==> config.mk <==
export PLATFORM = sky130hd
export DESIGN_NAME = multi_oneshot
export DESIGN_NICKNAME = d
export VERILOG_FILES = /design/src/rtl/multi_oneshot.sv
export SDC_FILE = /design/constraint.sdc
export NUM_CORES = 1
export LEC_CHECK = 0
export BUFFER_PORTS_ARGS = -buffer_cell sky130_fd_sc_hd__buf_2
export CAP_MARGIN = 20
export CORE_MARGIN = 4
export CORE_UTILIZATION = 55
export CTS_CLUSTER_SIZE = 28
export DETAILED_ROUTE_END_ITERATION = 6
export HOLD_SLACK_MARGIN = 0.05
export PLACE_DENSITY_LB_ADDON = 0.12
export SYNTH_ARGS = -nofsm -noshare
export SYNTH_HDL_FRONTEND = slang
export SYNTH_SLANG_ARGS = --single-unit
==> constraint.sdc <==
create_clock -name clk -period 2.6 [get_ports clk]
set_clock_uncertainty 0.05 [all_clocks]
set_input_delay 0.52 -clock clk [delete_from_list [all_inputs] [get_ports clk]]
set_output_delay 0.52 -clock clk [all_outputs]
set_load 0.02 [all_outputs]
==> src/rtl/multi_oneshot.sv <==
// multi_oneshot: per-channel synchroniser, debouncer and edge one-shot with
// optional keyboard-style auto-repeat. Channels are fully independent; the
// edge mode is shared.
module multi_oneshot #(
  parameter int unsigned CHANNELS        = 5,
  parameter int unsigned DEBOUNCE_CYCLES = 500000,
  parameter int unsigned REPEAT_DELAY    = 50000000,
  parameter int unsigned REPEAT_PERIOD   = 10000000
) (
  input  logic                clk,
  input  logic                rst_n,
  input  logic [CHANNELS-1:0] in,
  input  logic [1:0]          mode,
  output logic [CHANNELS-1:0] level,
  output logic [CHANNELS-1:0] os,
  output logic                any_os
);

  localparam int unsigned DW  = (DEBOUNCE_CYCLES > 1) ? $clog2(DEBOUNCE_CYCLES) : 1;
  localparam int unsigned RDW = (REPEAT_DELAY > 1) ? $clog2(REPEAT_DELAY) : 1;
  localparam int unsigned RPW = (REPEAT_PERIOD > 1) ? $clog2(REPEAT_PERIOD) : 1;
  localparam int unsigned RW  = (RDW > RPW) ? RDW : RPW;

  localparam logic [DW-1:0] DB_LAST = DW'(DEBOUNCE_CYCLES - 1);
  localparam logic [RW-1:0] RD_LAST = RW'(REPEAT_DELAY - 1);
  localparam logic [RW-1:0] RP_LAST = RW'(REPEAT_PERIOD - 1);

  localparam logic [1:0] MODE_RISE   = 2'b00;
  localparam logic [1:0] MODE_FALL   = 2'b01;
  localparam logic [1:0] MODE_BOTH   = 2'b10;
  localparam logic [1:0] MODE_REPEAT = 2'b11;

  typedef enum logic [1:0] {
    ZERO   = 2'b00,
    HELD   = 2'b01,
    REPEAT = 2'b10
  } state_e;

  logic [CHANNELS-1:0] sync1_q, sync1_d;
  logic [CHANNELS-1:0] sync2_q, sync2_d;
  logic [CHANNELS-1:0] level_q, level_d;
  logic [CHANNELS-1:0] os_q, os_d;
  logic [DW-1:0]       dcnt_q [CHANNELS];
  logic [DW-1:0]       dcnt_d [CHANNELS];
  logic [RW-1:0]       rcnt_q [CHANNELS];
  logic [RW-1:0]       rcnt_d [CHANNELS];
  state_e              state_q [CHANNELS];
  state_e              state_d [CHANNELS];
  logic [CHANNELS-1:0] flip, rise, fall;

  // Next-state: synchroniser shift, debounce counting, edge/repeat pulse generation
  always_comb begin
    sync1_d = in;
    sync2_d = sync1_q;
    level_d = level_q;
    os_d    = '0;
    flip    = '0;
    rise    = '0;
    fall    = '0;
    for (int unsigned i = 0; i < CHANNELS; i++) begin
      dcnt_d[i]  = '0;
      rcnt_d[i]  = rcnt_q[i];
      state_d[i] = state_q[i];

      if (sync2_q[i] != level_q[i]) begin
        if (dcnt_q[i] == DB_LAST) begin
          flip[i]    = 1'b1;
          level_d[i] = sync2_q[i];
        end else begin
          dcnt_d[i] = dcnt_q[i] + DW'(1);
        end
      end
      rise[i] = flip[i] & sync2_q[i];
      fall[i] = flip[i] & ~sync2_q[i];

      case (mode)
        MODE_RISE:   os_d[i] = rise[i];
        MODE_FALL:   os_d[i] = fall[i];
        MODE_BOTH:   os_d[i] = flip[i];
        MODE_REPEAT: os_d[i] = rise[i];
        default:     os_d[i] = 1'b0;
      endcase

      case (state_q[i])
        ZERO: begin
          if (rise[i] && (mode == MODE_REPEAT)) begin
            state_d[i] = HELD;
            rcnt_d[i]  = '0;
          end
        end
        HELD: begin
          if (fall[i] || (mode != MODE_REPEAT)) begin
            state_d[i] = ZERO;
            rcnt_d[i]  = '0;
          end else if (rcnt_q[i] == RD_LAST) begin
            os_d[i]    = 1'b1;
            rcnt_d[i]  = '0;
            state_d[i] = REPEAT;
          end else begin
            rcnt_d[i] = rcnt_q[i] + RW'(1);
          end
        end
        REPEAT: begin
          if (fall[i] || (mode != MODE_REPEAT)) begin
            state_d[i] = ZERO;
            rcnt_d[i]  = '0;
          end else if (rcnt_q[i] == RP_LAST) begin
            os_d[i]   = 1'b1;
            rcnt_d[i] = '0;
          end else begin
            rcnt_d[i] = rcnt_q[i] + RW'(1);
          end
        end
        default: begin
          state_d[i] = ZERO;
          rcnt_d[i]  = '0;
        end
      endcase
    end
  end

  // All state registers, cleared asynchronously
  always_ff @(posedge clk or negedge rst_n) begin
    if (!rst_n) begin
      sync1_q <= '0;
      sync2_q <= '0;
      level_q <= '0;
      os_q    <= '0;
      for (int unsigned i = 0; i < CHANNELS; i++) begin
        dcnt_q[i]  <= '0;
        rcnt_q[i]  <= '0;
        state_q[i] <= ZERO;
      end
    end else begin
      sync1_q <= sync1_d;
      sync2_q <= sync2_d;
      level_q <= level_d;
      os_q    <= os_d;
      for (int unsigned i = 0; i < CHANNELS; i++) begin
        dcnt_q[i]  <= dcnt_d[i];
        rcnt_q[i]  <= rcnt_d[i];
        state_q[i] <= state_d[i];
      end
    end
  end

  assign level  = level_q;
  assign os     = os_q;
  assign any_os = |os_q;

endmodule

==> results of run 1 <==
-- worst max-delay path, stage by stage, from the launching register on --
cell	delay (ns)
dfrtp_1	0.38
or4_4	0.54
or4_4	0.61
o41ai_4	0.35
buf_4	0.19
a21oi_4	0.08
clkbuf_16	0.18
o211ai_1	0.09
nand3_1	0.09
-- area by class of cell --
cell class / count / area share [%]
inverter: 44 / 0.9767
multi-input combinational: 1221 / 44.41
tap: 330 / 2.442
clock buffer: 36 / 4.743
timing repair buffer: 164 / 8.516
sequential: 255 / 37.74
clock inverter: 18 / 1.176
-- worst min path at each step --
stage	start	endpoint	slack [ns]	cells past startpoint
2_1_floorplan	rst_n	dcnt_q[0]	0.17	0
3_3_place_gp	sync1_q[1]	sync2_q[1]	0.29	0
3_5_place_dp	sync1_q[1]	sync2_q[1]	0.29	0
4_1_cts	sync1_q[1]	sync2_q[1]	0.31	0
5_1_grt	sync1_q[1]	sync2_q[1]	0.32	0
6_report	sync1_q[1]	sync2_q[1]	0.30	0
-- power by group through the flow --
stage,logic [mW],clock network (mW),registers (mW)
2_1_floorplan,0.0785,0,4.08
3_3_place_gp,0.238,0,4.09
3_5_place_dp,0.242,0,4.09
4_1_cts,0.251,4.34,4.02
5_1_grt,0.279,4.51,4.02
6_report,0.242,4.24,4.02
-- logic make-up after synthesis --
group,Yosys count,synth area share [%]
fa+ha+maj,28,2.508
compound gates,212,10.64
buf+inv,96,2.722
xor+xnor,96,6.018
flops,255,45.67
simple gates,877,31.82
mux,8,0.6179
-- flip-flops by register name, summed over array words and instances (netlist names) --
name,cells
dcnt_q,95
sync2_q,5
level,5
rcnt_q,130
os,5
state_q,10
sync1_q,5
-- metal layers --
metal	part of all wire, %	up-vias
met1	47	5999
met4	1.7	0
met3	4.9	43
li1	-	6001
met2	47	301
met5	0	-
-- stage by stage --
stage	utilization (%)	worst slack, ns	cell area, um^2
6_report	67.35	-0.09216	16910
5_1_grt	67.35	-0.1520	16910
4_1_cts	65.73	-0.03103	16500
3_5_place_dp	61.24	-0.1499	15380
3_3_place_gp	61.24	-0.09492	15380
2_1_floorplan	-	-0.08117	14020
-- cell usage in the layout (no fill, tap or decap), types with 12 or more instances in the layout --
cell / instances
or4_1: 12
and4_1: 20
nand4_1: 57
buf_2: 18
nand2b_1: 12
nand2_1: 193
nor4_1: 21
and3_1: 38
nand3_1: 189
clkbuf_16: 34
inv_1: 44
a21oi_1: 20
a21o_1: 16
nor2_1: 173
nor4b_1: 12
o21ai_1: 14
nor3_1: 29
xnor2_1: 44
or3_1: 47
buf_4: 119
ha_1: 27
dfrtp_1: 255
xor2_1: 52
o311ai_1: 12
o21ai_0: 43
-- repair_timing --
action | in CTS | in global routing
hold endpoints to repair | 64 | 0
gates cloned | 1 | 6
setup endpoints to repair | 49 | 115
resized for setup | 8 | 65
hold buffers | 6 | 0
buffers inserted | 5 | 4
pin swaps | 6 | 54
==> impl_metrics.py, run 1 <==
metrics = {
    "outcome": {
        "status": "finished with violations",
        "failed_checks": "design-rule violations, negative setup slack",
    },
    "yosys": {
        "synth_flop_cell": "dfrtp_1",
        "ys_warn_count": 0,
        "synth_nets": 1609,
        "netlist_area_um2": 13970,
        "syn_inst": 1572,
        "ys_ff_latch": 255,
        "synthArstFlopShare_pct": 100.0,
        "synth_edf_count": 0,
        "syn-mean-instance-area_um2": 8.887,
        "ys_seq_area_share_pct": 45.67,
        "synth_area_leaders": "dfrtp_1 46%, nand3_1 7.2%, nand2_1 5.2%",
        "synth.most_common_cell": "dfrtp_1",
        "synth_cell_type_count": 64,
        "ys_top_cells_by_count": "255 x dfrtp_1, 200 x nand3_1, 193 x nand2_1",
        "yosysTopAreaCell": "dfrtp_1",
        "synth_top_area_share_pct": 45.67,
    },
    "detailed_routing": {
        "post_drt_wl_per_cell_um": 16.15,
        "ant_nets": 0,
        "routed_wl_um": 33400,
        "first_pass_iters": 7,
        "vias_per_cell": 5.969,
        "drtIter0Drc": 1033,
        "drcViolationCount": 1,
        "vias": 12340,
    },
    "power": {
        "switching_share_pct": 21.62,
        "p_comb_share_pct": 2.9,
        "p_int_mw": 6.657,
        "power_mw": 8.494,
        "peakVddDrop_v": 0.0005041,
        "clock_power_share_pct": 49.9,
        "cellLeakagePower_nw": 7.171,
        "p_per_area_nw_per_um2": 502.3,
        "power_frac_seq_pct": 47.3,
        "p_switching_mw": 1.837,
    },
    "layout": {
        "multiInputGateArea_um2": 7510,
        "areaGrowthSynthToFinish_pct": 21.04,
        "antennaDiodeCount": 0,
        "nets": 1752,
        "drive_gt1_share_pct": 16.17,
        "regArea_um2": 6381,
        "fillers": 2080,
        "finalNonFillerCells": 2068,
    },
    "global_routing": {
        "busiest_layer": "met2",
        "grt_overflow": 0,
        "grt_pass1_wl_um": 56300,
        "grtUsageMet2_pct": 37.66,
        "grt_pass1_vias": 11700,
        "grt_max_degree": 67,
        "antenna_found_initial": 0,
        "grtUsageTotal_pct": 23.18,
        "grtUsageMet1_pct": 33.88,
        "grt_use_met3_pct": 2.951,
    },
    "sta": {
        "hold_viol_final": 0,
        "slew_headroom_pct": 61.76,
        "setup_slack_ns": -0.09216,
        "fin_setup_tns_ns": -1.469,
        "finalSetupViolations": 26,
        "final-max-slew-violation-count": 0,
        "min_period_ns": 2.692,
        "max_freq_mhz": 371.4,
        "fin_crit_sh_pct": 103.5,
        "rsz0062_at_grt": "yes",
        "worst_hold_slack_ns": 0.3038,
        "tightest_slew_ns": 0.5715,
    },
    "die": {
        "fp-row-count": 58,
        "die_y_um": 167.4,
        "initial_core_util_pct": 55.64,
        "die_w_um": 167.4,
        "core-area_um2": 25110,
        "ios": 20,
        "die_area_um2": 28020,
    },
    "setup_path": {
        "reg2reg_depth": 8,
        "r2r_setup_slack_ns": -0.09,
        "cp.arrival_ns": 3.06,
        "rr_endpoint": "rcnt_q[14]",
        "cp-end-kind": "flop",
        "critPathLaunchType": "flop",
        "critical_path_class": "reg2reg",
        "cp.required_ns": 2.97,
        "critPathCapture": "rcnt_q[14]",
        "timing.rr.start": "rcnt_q[11]",
        "startpoint": "rcnt_q[11]",
        "path_max_fanout": 6,
    },
    "clock_network": {
        "cts.clk_slew.worst_paths_ns": 0.06,
        "htree_levels": 1,
        "cts_tree": "done",
        "clock_sinks": 255,
        "cts_buffers": 29,
        "worst_skew_pair.late_latency_ns": 0.55,
        "root_buffer": "clkbuf_16",
        "clock_path_buffers": 3,
    },
    "placed_design": {
        "place_inst": 1994,
        "dpl.hpwl_um": 22250,
        "gp_congestion": 0.8820,
        "numPortBuffers": 19,
    },
    "worst_hold_path": {
        "holdCritPathClass": "reg2reg",
    },
    "job": {
        "max-cap-violations": 0,
    },
}
Power figures use the tool's default switching activity.
==> inputs of run 2 (changes only) <==
--- a/config.mk
+++ b/config.mk
@@ -8,7 +8,7 @@
 export BUFFER_PORTS_ARGS = -buffer_cell sky130_fd_sc_hd__buf_2
 export CAP_MARGIN = 20
 export CORE_MARGIN = 4
-export CORE_UTILIZATION = 55
+export CORE_UTILIZATION = 23
 export CTS_CLUSTER_SIZE = 28
 export DETAILED_ROUTE_END_ITERATION = 6
 export HOLD_SLACK_MARGIN = 0.05
==> impl_metrics.py, run 2 (synthesis results as in run 1) <==
metrics = {
    "placed_design": {
        "placed_area_um2": 16250,
        "place_inst": 2491,
        "numPortBuffers": 19,
        "gp_congestion": 0.7740,
        "dpl.hpwl_um": 25940,
    },
    "sta": {
        "fin_setup_tns_ns": -0.06590,
        "hold_viol_final": 0,
        "max_freq_mhz": 381.5,
        "min_period_ns": 2.621,
        "rsz0062_at_grt": "yes",
        "final-max-slew-violation-count": 0,
        "finalSetupViolations": 6,
        "setup_slack_ns": -0.02128,
        "fin_crit_sh_pct": 100.8,
        "tightest_slew_ns": 0.6650,
        "slew_headroom_pct": 55.50,
    },
    "die": {
        "die_w_um": 254.5,
        "ios": 20,
        "initial_core_util_pct": 23.19,
        "core-area_um2": 60250,
        "die_area_um2": 64750,
        "fp-row-count": 90,
        "die_y_um": 254.5,
    },
    "setup_path": {
        "critical_path_class": "reg2reg",
        "critPathLaunchType": "flop",
        "cp.required_ns": 2.97,
        "cp_cell_sequence": "or4bb_1, or4_4, o41ai_4, buf_4, a211o_4, clkbuf_16, or3_1, nand3_1",
        "path_max_fanout": 6,
        "cp.arrival_ns": 2.99,
        "max_stage_delay_ns": 0.62,
        "cp-end-kind": "flop",
        "critical_path.slowest_cell": "or4_4",
    },
    "clock_network": {
        "root_buffer": "clkbuf_16",
        "worst_skew_pair.late_latency_ns": 0.54,
        "clock_path_buffers": 3,
        "cts_buffers": 36,
        "cts.clk_slew.worst_paths_ns": 0.06,
        "htree_levels": 2,
        "cts_tree": "done",
        "clock_sinks": 255,
    },
    "layout": {
        "antennaDiodeCount": 0,
        "layout_commonest_cell": "dfrtp_1",
        "nets": 1811,
        "largest_reg_flops": 130,
        "final_cell_mix": "255 x dfrtp_1, 193 x nand2_1, 191 x nand3_1, 173 x nor2_1, 172 x buf_4",
        "regMostFlops": "rcnt_q",
        "drive_gt1_share_pct": 19.01,
        "areaGrowthSynthToFinish_pct": 29.03,
        "finalNonFillerCells": 2581,
        "biggestRegsByFlops": "rcnt_q x130, dcnt_q x95, state_q x10",
        "fin_area_um2": 18030,
        "fillers": 6310,
        "multiInputGateArea_um2": 7540,
        "regArea_um2": 6381,
    },
    "detailed_routing": {
        "drcViolationCount": 0,
        "drtIter0Drc": 648,
        "ant_nets": 0,
        "post_drt_wl_per_cell_um": 15.09,
        "vias": 12280,
        "vias_per_cell": 4.756,
        "first_pass_iters": 5,
        "routed_wl_um": 38940,
    },
    "outcome": {
        "status": "finished with violations",
        "failed_checks": "negative setup slack",
    },
    "global_routing": {
        "grtUsageTotal_pct": 11.82,
        "antenna_found_initial": 3,
        "grt_pass1_vias": 12110,
        "grt_pass1_wl_um": 63310,
        "grt_overflow": 0,
        "grt_max_degree": 56,
    },
    "worst_hold_path": {
        "holdCritPathClass": "reg2reg",
    },
    "power": {
        "p_per_area_nw_per_um2": 502.1,
        "peakVddDrop_v": 0.0003618,
        "cellLeakagePower_nw": 7.516,
    },
    "job": {
        "max-cap-violations": 0,
    },
}
[run 2: cell types whose count changed in the layout (fill, tap and decap cells not counted), moves of 3 or more]
cell and delta:
buf_12 -3, nor4b_2 +3, clkbuf_8 +5, bufinv_16 -4, buf_4 +53, nor4b_1 -3, clkinv_2 -6, clkbuf_1 +6
clkbuf_16 +9
[run 2: layout make-up]
| type | count | area share (%) |
|---|---|---|
| clock buffer | 55 | 6.067 |
| sequential | 255 | 35.40 |
| multi-input combinational | 1221 | 41.83 |
| inverter | 44 | 0.9162 |
| clock inverter | 8 | 0.2776 |
| tap | 782 | 5.428 |
| timing repair buffer | 216 | 10.09 |
[run 2: worst paths after layout]
path	from	endpoint	slack (ns)	cells after the start
worst max-delay path	rcnt_q[18]	rcnt_q[17]	-0.02	8
worst min-delay path	sync1_q[4]	sync2_q[4]	0.29	0
worst max register to register	rcnt_q[18]	rcnt_q[17]	-0.02	8
worst min register to register	sync1_q[4]	sync2_q[4]	0.29	0
max in group asynchronous	rst_n	rcnt_q[72]	1.33	3
min in group asynchronous	rst_n	rcnt_q[123]	0.44	2
[run 2: routing by layer]
| layer | wire length [um] | GRT usage (%) | up-vias |
|---|---|---|---|
| met5 | 0 | 0 | - |
| met4 | 812 | 3.260 | 0 |
| met3 | 1452 | 2.182 | 51 |
| met2 | 17430 | 19.02 | 157 |
| met1 | 19240 | 16.37 | 5956 |
| li1 | - | - | 6111 |
[run 2: what timing repair did]
item	4_1_cts	5_1_grt
endpoints found under the hold margin	50	0
pin swaps	3	36
setup buffers	4	9
gates resized for setup	19	57
hold buffers	6	0
setup endpoints to repair	63	107
gates cloned	0	8
[run 2: where the power goes]
part | leakage [nW] | total [mW] | switching, mW | internal [mW]
combinational | 3.42 | 0.247 | 0.168 | 0.0797
sequential | 3.53 | 4.02 | 0.0205 | 4.00
clock | 0.566 | 4.78 | 1.89 | 2.89
[run 2: worst max-delay path, delay by kind of cell (launching register included)]
kind,cells,cell delay [ns]
and+or+nand+nor,4,1.30
AOI/OAI and AO/OA,2,0.44
DFF,1,0.37
buffers and inverters,2,0.33
[run 2: stage by stage]
| stage | utilization [%] | setup WS (ns) | power (mW) | hold WS (ns) |
|---|---|---|---|---|
| 2_1_floorplan | - | -0.08117 | 4.163 | 0.1744 |
| 5_1_grt | 29.92 | -0.1031 | 9.483 | 0.2998 |
| 6_report | 29.92 | -0.02128 | 9.051 | 0.2920 |
| 3_3_place_gp | 26.95 | -0.1270 | 4.335 | 0.2823 |
| 3_5_place_dp | 26.98 | -0.1347 | 4.335 | 0.2847 |
| 4_1_cts | 29.18 | -0.02839 | 9.284 | 0.2944 |
==> inputs of run 3 (changes only) <==
--- a/config.mk
+++ b/config.mk
@@ -13,6 +13,7 @@
 export DETAILED_ROUTE_END_ITERATION = 6
 export HOLD_SLACK_MARGIN = 0.05
 export PLACE_DENSITY_LB_ADDON = 0.12
+export SKIP_CTS_REPAIR_TIMING = 1
 export SYNTH_ARGS = -nofsm -noshare
 export SYNTH_HDL_FRONTEND = slang
 export SYNTH_SLANG_ARGS = --single-unit
==> impl_metrics.py, run 3 (synthesis results as in run 1) <==
metrics = {
    "die": {
        "die_y_um": 254.5,
        "core-area_um2": 60250,
        "fp-row-count": 90,
        "initial_core_util_pct": 23.19,
        "die_area_um2": 64750,
        "die_w_um": 254.5,
        "ios": 20,
    },
    "clock_network": {
        "clock_sinks": 255,
        "root_buffer": "clkbuf_16",
        "cts_tree": "done",
        "htree_levels": 2,
        "clock_path_buffers": 3,
        "cts_buffers": 36,
        "cts.clk_slew.worst_paths_ns": 0.06,
        "worst_skew_pair.late_latency_ns": 0.54,
    },
    "job": {
        "max-cap-violations": 0,
    },
    "power": {
        "peakVddDrop_v": 0.0003618,
        "cellLeakagePower_nw": 7.541,
        "p_per_area_nw_per_um2": 500.3,
        "power_mw": 9.063,
    },
    "detailed_routing": {
        "vias": 12240,
        "met1_length_um": 19220,
        "top_layer": "met4",
        "wl_met3_um": 1489,
        "drtIter0Drc": 716,
        "drcViolationCount": 0,
        "dr_wl_met2_um": 17530,
        "routed_wl_um": 39090,
        "vias_per_cell": 4.738,
        "ant_nets": 0,
        "first_pass_iters": 5,
        "post_drt_wl_per_cell_um": 15.13,
    },
    "setup_path": {
        "crit_buf_inv": 0,
        "crit_family": "simple AND/OR/NAND/NOR gates",
        "cp.arrival_ns": 3.05,
        "critical_path.slowest_cell": "or4_4",
        "cp.required_ns": 2.97,
        "critical_path_class": "reg2reg",
        "cp-end-kind": "flop",
        "max_stage_delay_ns": 0.56,
        "crit_cells": 6,
        "cp_cell_sequence": "or4b_1, or4_4, o41a_1, o21a_4, and3_4, a211o_1",
        "reg2reg_depth": 6,
        "path_max_fanout": 4,
        "critPathLaunchType": "flop",
    },
    "worst_hold_path": {
        "min_path_cells": 0,
        "holdCritPathClass": "reg2reg",
    },
    "sta": {
        "rsz0062_at_grt": "yes",
        "fin_crit_sh_pct": 103.1,
        "finalSetupViolations": 29,
        "fin_setup_tns_ns": -1.078,
        "max_freq_mhz": 373.1,
        "setup_slack_ns": -0.08012,
        "final-max-slew-violation-count": 0,
        "hold_viol_final": 0,
        "slew_headroom_pct": 55.77,
        "min_period_ns": 2.680,
        "tightest_slew_ns": 0.6610,
        "worst_hold_slack_ns": 0.2923,
    },
    "global_routing": {
        "grtUsageTotal_pct": 11.77,
        "grt_pass1_wl_um": 63070,
        "antenna_found_initial": 3,
        "grt_overflow": 0,
        "grt_max_degree": 56,
        "grt_pass1_vias": 12070,
    },
    "layout": {
        "final_cell_mix": "255 x dfrtp_1, 193 x nand2_1, 190 x nand3_1, 173 x nor2_1, 172 x buf_4",
        "regMostFlops": "rcnt_q",
        "fillers": 6302,
        "fin_area_um2": 18110,
        "post-route-util_pct": 30.07,
        "multiInputGateArea_um2": 7579,
        "nets": 1813,
        "layout_commonest_cell": "dfrtp_1",
        "largest_reg_flops": 130,
        "regArea_um2": 6381,
        "biggestRegsByFlops": "rcnt_q x130, dcnt_q x95, state_q x10",
        "drive_gt1_share_pct": 19.27,
        "areaGrowthSynthToFinish_pct": 29.66,
        "antennaDiodeCount": 0,
    },
    "placed_design": {
        "dpl.hpwl_um": 25940,
        "gp_congestion": 0.7740,
        "numPortBuffers": 19,
        "placed_area_um2": 16250,
    },
    "outcome": {
        "failed_checks": "negative setup slack",
        "status": "finished with violations",
    },
}
[run 3: cell count changes in the layout (fill, tap and decap cells not counted), moves of 2 or more]
cell | previous run | this run
a21oi_1 | 18 | 21
clkbuf_16 | 43 | 45
a21oi_2 | 8 | 5
o311ai_0 | 11 | 8
o311ai_2 | 1 | 5
[run 3: power by group]
group	switching [mW]	internal (mW)
clock network	1.91	2.89
logic	0.168	0.0797
registers	0.0204	4.00
total	2.09	6.97
[run 3: area by class of cell]
class / count / share of cell area, %
inverter: 44 / 0.9117
multi-input combinational: 1221 / 41.84
timing repair buffer: 218 / 10.31
tap: 782 / 5.401
clock buffer: 55 / 6.037
sequential: 255 / 35.23
clock inverter: 8 / 0.2763
[run 3: routing by layer]
layer,track usage [%],vias to the layer above
met5,0,-
met1,16.30,5912
met3,2.182,53
li1,-,6115
met2,18.94,157
met4,3.260,0
[run 3: per-stage QoR]
step	std cells	setup WS, ns
CTS	2554	-0.1610
finish	2583	-0.08012
global route	2583	-0.1416
global placement	2490	-0.1270
floorplan	1572	-0.08117
detailed placement	2491	-0.1347
[run 3: worst register-to-register path: cells and delay by family, from the launching register on]
| kind | cells | cell delay, ns |
|---|---|---|
| compound gates | 3 | 0.90 |
| simple gates | 3 | 1.24 |
| flops | 1 | 0.37 |
[run 3: path summary, 6_finish.rpt]
| kind | slack, ns | endpoint | startpoint |
|---|---|---|---|
| min reg2reg | 0.29 | sync2_q[4] | sync1_q[4] |
| min | 0.29 | sync2_q[4] | sync1_q[4] |
| max | -0.08 | rcnt_q[111] | rcnt_q[120] |
| max in group asynchronous | 1.33 | rcnt_q[72] | rst_n |
| max reg2reg | -0.08 | rcnt_q[111] | rcnt_q[120] |
| min in group asynchronous | 0.43 | rcnt_q[123] | rst_n |
